## config.mk

```make
export PLATFORM = sky130hd
export DESIGN_NAME = peripheral_mpi_biu_ahb3
export DESIGN_NICKNAME = d
export VERILOG_FILES = /design/src/rtl/peripheral_mpi_biu_ahb3.sv
export SDC_FILE = /design/constraint.sdc
export NUM_CORES = 1
export LEC_CHECK = 0
export CORE_MARGIN = 5
export CORE_UTILIZATION = 34
export CTS_CLUSTER_SIZE = 14
export DETAILED_ROUTE_END_ITERATION = 16
export PLACE_DENSITY = 0.86
export SYNTH_ARGS = -nofsm -noshare
export SYNTH_HDL_FRONTEND = slang
export SYNTH_SLANG_ARGS = --single-unit
```

## constraint.sdc

```tcl
create_clock -name clk -period 3.2 [get_ports clk]
set_input_delay 0.96 -clock clk [delete_from_list [all_inputs] [get_ports clk]]
set_output_delay 0.96 -clock clk [all_outputs]
set_load 0.1 [all_outputs]
```

## src/rtl/peripheral_mpi_biu_ahb3.sv

```systemverilog
// peripheral_mpi_biu_ahb3
// AHB3-Lite slave front end for the MPI message buffers. Each accepted AHB
// transfer becomes one handshaked access on a one-hot generic bus toward
// N buffer channels. Illegal transfers (wrong size, channel out of range)
// and channel errors return the two-cycle AHB ERROR response.
// Optional feature macro: PERIPHERAL_MPI_BIU_TIMEOUT_EN (aborts an ACCESS
// that sees no ack/err within TIMEOUT cycles).
module peripheral_mpi_biu_ahb3 #(
  parameter int PLEN    = 32,
  parameter int XLEN    = 32,
  parameter int N       = 1,
  parameter int CH_LSB  = 12,
  parameter int TIMEOUT = 255
) (
  input  logic              clk,
  input  logic              rst,
  input  logic              biu_hsel_i,
  input  logic [PLEN-1:0]   biu_haddr_i,
  input  logic [XLEN-1:0]   biu_hwdata_i,
  input  logic              biu_hwrite_i,
  input  logic [2:0]        biu_hsize_i,
  input  logic [2:0]        biu_hburst_i,
  input  logic [3:0]        biu_hprot_i,
  input  logic [1:0]        biu_htrans_i,
  input  logic              biu_hmastlock_i,
  input  logic              biu_hready_i,
  output logic [XLEN-1:0]   biu_hrdata_o,
  output logic              biu_hreadyout_o,
  output logic              biu_hresp_o,
  output logic [CH_LSB-1:0] bus_addr,
  output logic              bus_we,
  output logic [N-1:0]      bus_en,
  output logic [XLEN-1:0]   bus_data_in,
  input  logic [N*XLEN-1:0] bus_data_out,
  input  logic [N-1:0]      bus_ack,
  input  logic [N-1:0]      bus_err
);

  // Channel index field width; a single channel still keeps a 1-bit register.
  localparam int CHW = (N > 1) ? $clog2(N) : 1;
  // Only full-width (XLEN) transfers are supported.
  localparam logic [2:0] HSIZE_W = 3'($clog2(XLEN / 8));

  typedef enum logic [2:0] {
    S_IDLE,
    S_ACCESS,
    S_DONE,
    S_ERR1,
    S_ERR2
  } state_e;

  state_e            state_q, state_d;
  logic [CHW-1:0]    ch_q, ch_d, ch_req;
  logic [CH_LSB-1:0] addr_q, addr_d;
  logic              we_q, we_d;
  logic [XLEN-1:0]   rdata_q, rdata_d;
  logic [N-1:0]      en_mask;
  logic [XLEN-1:0]   rsel;
  logic              ch_ok, accept, legal, sel_ack, sel_err, tmo;

  // Burst, protection, lock and the address bits above the channel field
  // carry no meaning for this slave.
  logic unused_ahb;
  assign unused_ahb = ^{biu_hburst_i, biu_hprot_i, biu_hmastlock_i,
                        biu_haddr_i, biu_htrans_i[0]};

  // Decode the channel index of the address phase.
  generate
    if (N > 1) begin : g_multi
      assign ch_req = biu_haddr_i[CH_LSB +: CHW];
      assign ch_ok  = (int'(ch_req) < N);
    end else begin : g_single
      assign ch_req = 1'b0;
      assign ch_ok  = 1'b1;
    end
  endgenerate

  assign accept = biu_hsel_i & biu_htrans_i[1] & biu_hready_i;
  assign legal  = (biu_hsize_i == HSIZE_W) & ch_ok;

  // One-hot select of the latched channel and its read-data slice.
  always_comb begin
    en_mask = '0;
    rsel    = '0;
    for (int c = 0; c < N; c++) begin
      if (ch_q == CHW'(c)) begin
        en_mask[c] = 1'b1;
        rsel       = bus_data_out[c*XLEN +: XLEN];
      end
    end
  end

  // Responses from channels other than the active one are ignored.
  assign sel_ack = |(bus_ack & en_mask);
  assign sel_err = |(bus_err & en_mask);

`ifdef PERIPHERAL_MPI_BIU_TIMEOUT_EN
  localparam int CW = (TIMEOUT < 256) ? 8 : 16;
  logic [CW-1:0] cnt_q, cnt_d;

  // Cycles spent in the current ACCESS; held at zero outside ACCESS so each
  // entry starts a fresh count.
  always_comb begin
    cnt_d = '0;
    if (state_q == S_ACCESS) cnt_d = cnt_q + 1'b1;
  end

  // Stall counter register.
  always_ff @(posedge clk or posedge rst) begin
    if (rst) cnt_q <= '0;
    else     cnt_q <= cnt_d;
  end

  // Fires in the TIMEOUT-th ACCESS cycle.
  assign tmo = (cnt_d == CW'(TIMEOUT));
`else
  assign tmo = 1'b0;
`endif

  // State and datapath registers.
  always_ff @(posedge clk or posedge rst) begin
    if (rst) begin
      state_q <= S_IDLE;
      ch_q    <= '0;
      addr_q  <= '0;
      we_q    <= 1'b0;
      rdata_q <= '0;
    end else begin
      state_q <= state_d;
      ch_q    <= ch_d;
      addr_q  <= addr_d;
      we_q    <= we_d;
      rdata_q <= rdata_d;
    end
  end

  // Next state, latched request fields and AHB/bus outputs.
  always_comb begin
    state_d         = state_q;
    ch_d            = ch_q;
    addr_d          = addr_q;
    we_d            = we_q;
    rdata_d         = rdata_q;
    biu_hreadyout_o = 1'b1;
    biu_hresp_o     = 1'b0;
    bus_en          = '0;
    case (state_q)
      S_ACCESS: begin
        biu_hreadyout_o = 1'b0;
        bus_en          = en_mask;
        // An error beats a same-cycle ack; an ack beats the timeout.
        if (sel_err) begin
          state_d = S_ERR1;
        end else if (sel_ack) begin
          state_d = S_DONE;
          if (!we_q) rdata_d = rsel;
        end else if (tmo) begin
          state_d = S_ERR1;
        end
      end
      S_ERR1: begin
        biu_hreadyout_o = 1'b0;
        biu_hresp_o     = 1'b1;
        state_d         = S_ERR2;
      end
      default: begin
        // IDLE, DONE and ERR2 all complete with HREADY high, so each can
        // take the next address phase directly.
        biu_hresp_o = (state_q == S_ERR2);
        state_d     = S_IDLE;
        if (accept) begin
          if (legal) begin
            state_d = S_ACCESS;
            ch_d    = ch_req;
            addr_d  = biu_haddr_i[CH_LSB-1:0];
            we_d    = biu_hwrite_i;
          end else begin
            state_d = S_ERR1;
          end
        end
      end
    endcase
  end

  assign biu_hrdata_o = rdata_q;
  assign bus_addr     = addr_q;
  assign bus_we       = we_q;
  assign bus_data_in  = biu_hwdata_i;

endmodule

```

==> key figures <==
Outcome
  • Status: finished clean

Route
  • Pre-antenna DRT Iters: 4
  • ANT nets after route: 0
  • Number of DRC markers in iteration 0: 28
  • Vias per std cell: 4.55
  • Vias: 1369
  • Mean routed wirelength per cell: 16.2 µm
  • DRC: 0
  • Detailed Route WL: 4.87 mm

Placement
  • Placement Setup Slack: 303 ps
  • Cells after DPL: 293
  • DP HPWL: 3.72 mm
  • Number of port buffers: 102
  • Routability cong.: 0.690

Cells and area
  • Share of layout cells above drive strength 1: 0.482
  • P&R area growth vs syn: 36.7%
  • N_diodes: 0
  • Nets: 339
  • Non-filler cells, final: 301

Synthesis
  • Syn Area/Cell: 15.2 µm²
  • Yosys reg bits: 48
  • EDFF count, synth: 0
  • Ys Warns: 0
  • Most used DFF post-synth: dfrtp_1
  • Syn Nets: 263
  • Synth Cell Area: 2240 µm²
  • Part of the Yosys area used for sequential elements: 0.536
  • Async SR Flop Fraction: 1.00
  • Syn Inst Count: 147
  • Synth unique cells: 19

Floorplanning
  • Row cnt: 29
  • Core area: 6390 µm²
  • Initial Utilization: 0.351
  • Ports: 196
  • Die height: 91.2 µm
  • Die W: 91.2 µm
  • Die ar.: 8310 µm²

Timing
  • Relative slew slack: 0.696
  • Fmax: 0.388 GHz
  • PnR worst setup slack: 620 ps
  • Clock Skew: 5.83 ps
  • Fin. max-slew vios: 0
  • Hold Violations, Final: 0
  • Final setup viols: 0
  • Setup tns final: 0 ps
  • Least-Margin Pin Slew: 457 ps
  • Worst hold margin: 512 ps
  • RSZ-0062 raised after global routing: false
  • Fin crit period: 2580 ps
  • Tcrit/Tclk final: 0.806

Worst hold path
  • Hold endpoint: bus_addr[11]
  • Class of the worst hold path: register to register
  • Hold_sp: bus_addr[11]
  • Worst hold stages: 1

Clock network
  • Post-CTS setup repair buffer count: 0
  • Post-CTS sizing: 0
  • H-tree Lvls: 2
  • CTS tree: yes
  • Hold_buf cts: 0
  • Clock root buffer: clkbuf_8
  • Worst-path clk slew: 90 ps
  • CTS Buf Count: 5
  • Clock Path Buffers: 2
  • Clock Latency Late Sink: 290 ps
  • CTS Sinks: 48

Global route
  • Initial antenna violation count: 0
  • Largest net degree at the start of global routing: 49
  • Total grt overflow: 0
  • Overall track demand over capacity in global routing: 0.116
  • First-pass GRT wire length: 7.82 mm
  • Vias in the first global route: 1507

Worst setup path
  • CP Data Arrival Time: 2760 ps
  • FF-to-FF Start: state_q[1]
  • Top fanout value on the critical path: 24
  • FF-to-FF path depth: 4
  • R2r setup slk: 1160 ps
  • CP endpoint kind: register
  • CP Launch Type: primary input
  • CP required: 3380 ps
  • Worst r2r dst: biu_hrdata_o[25]
  • Kind of critical path: primary input to register

Job
  • Max Cap Viol: 0
==> cell usage in the layout (no fill, tap or decap) <==
cell / n
buf_12: 1
clkdlybuf4s50_1: 54
dfrtp_1: 48
nor2_1: 2
or3b_2: 1
and2_1: 1
o22ai_1: 1
or3b_4: 1
o21ai_0: 1
mux2_2: 15
buf_4: 51
inv_2: 1
inv_1: 2
nor3b_1: 1
a21o_1: 1
nor3b_2: 1
nand3_1: 1
clkbuf_1: 1
clkinvlp_4: 1
mux2_4: 30
nand2b_1: 1
nor2b_1: 2
clkbuf_8: 6
==> state kept, by name, indices dropped and copies added, names as in the netlist <==
signal,flops
biu_hrdata_o,32
bus_addr,12
bus_we,1
state_q,3
==> how the worst max path moves through the flow <==
stage	start	end	slack, ps	cells after the start
after floorplan	state_q[1]	bus_en	870	2
after global placement	bus_ack	biu_hrdata_o[27]	360	5
after detailed placement	bus_ack	biu_hrdata_o[25]	300	5
after CTS	bus_ack	biu_hrdata_o[9]	630	5
after global routing	bus_ack	biu_hrdata_o[9]	560	5
final	bus_ack	biu_hrdata_o[25]	620	5
==> synth_stat cells, types with 2 or more instances <==
cell	count	share of area
mux2_4	30	0.20
inv_1	3	0.0050
nor3b_1	2	0.0067
nor2_1	2	0.0034
dfrtp_1	48	0.54
mux2_2	15	0.075
buf_4	32	0.11
buf_12	3	0.027
nor2b_1	2	0.0056
==> stage by stage <==
step / area (µm²) / utilization
final: 3060 / 0.479
after global routing: 3060 / 0.479
after floorplan: 2240 / -
after CTS: 3060 / 0.479
after detailed placement: 2970 / 0.465
after global placement: 2970 / 0.465
==> worst max-delay path, cell delays in order <==
cell,delay (ps)
clkdlybuf4s50_1,470
nor2b_1,200
or3b_2,480
buf_4,280
mux2_4,350
==> cell type report <==
cell class / instances / area, µm²
clock buffer: 7 / 86.3
clock inverter: 1 / 7.51
fill: 582 / 3320
inverter: 3 / 11.3
multi-input combinational: 59 / 716
sequential: 48 / 1200
tap: 77 / 96.3
timing repair buffer: 106 / 943
==> per-layer routing <==
layer	routed length, µm	track usage	up-vias
met2	2320	0.183	77
li1	-	-	613
met5	0	0	-
met4	72	0.0428	0
met3	478	0.0463	18
met1	2000	0.144	661
==> logic make-up (layout without fill, tap and decap cells) <==
family          after synthesis  in the layout  synth area share
flops                        48             48             0.536
compound gates                3              3           0.00838
buf+inv                      40            117             0.146
simple gates                 11             11            0.0324
mux                          45             45             0.277
Power is left out: the tool's default activity adds up to more than one toggle a clock period on the data nets, which glitch-free logic cannot reach.
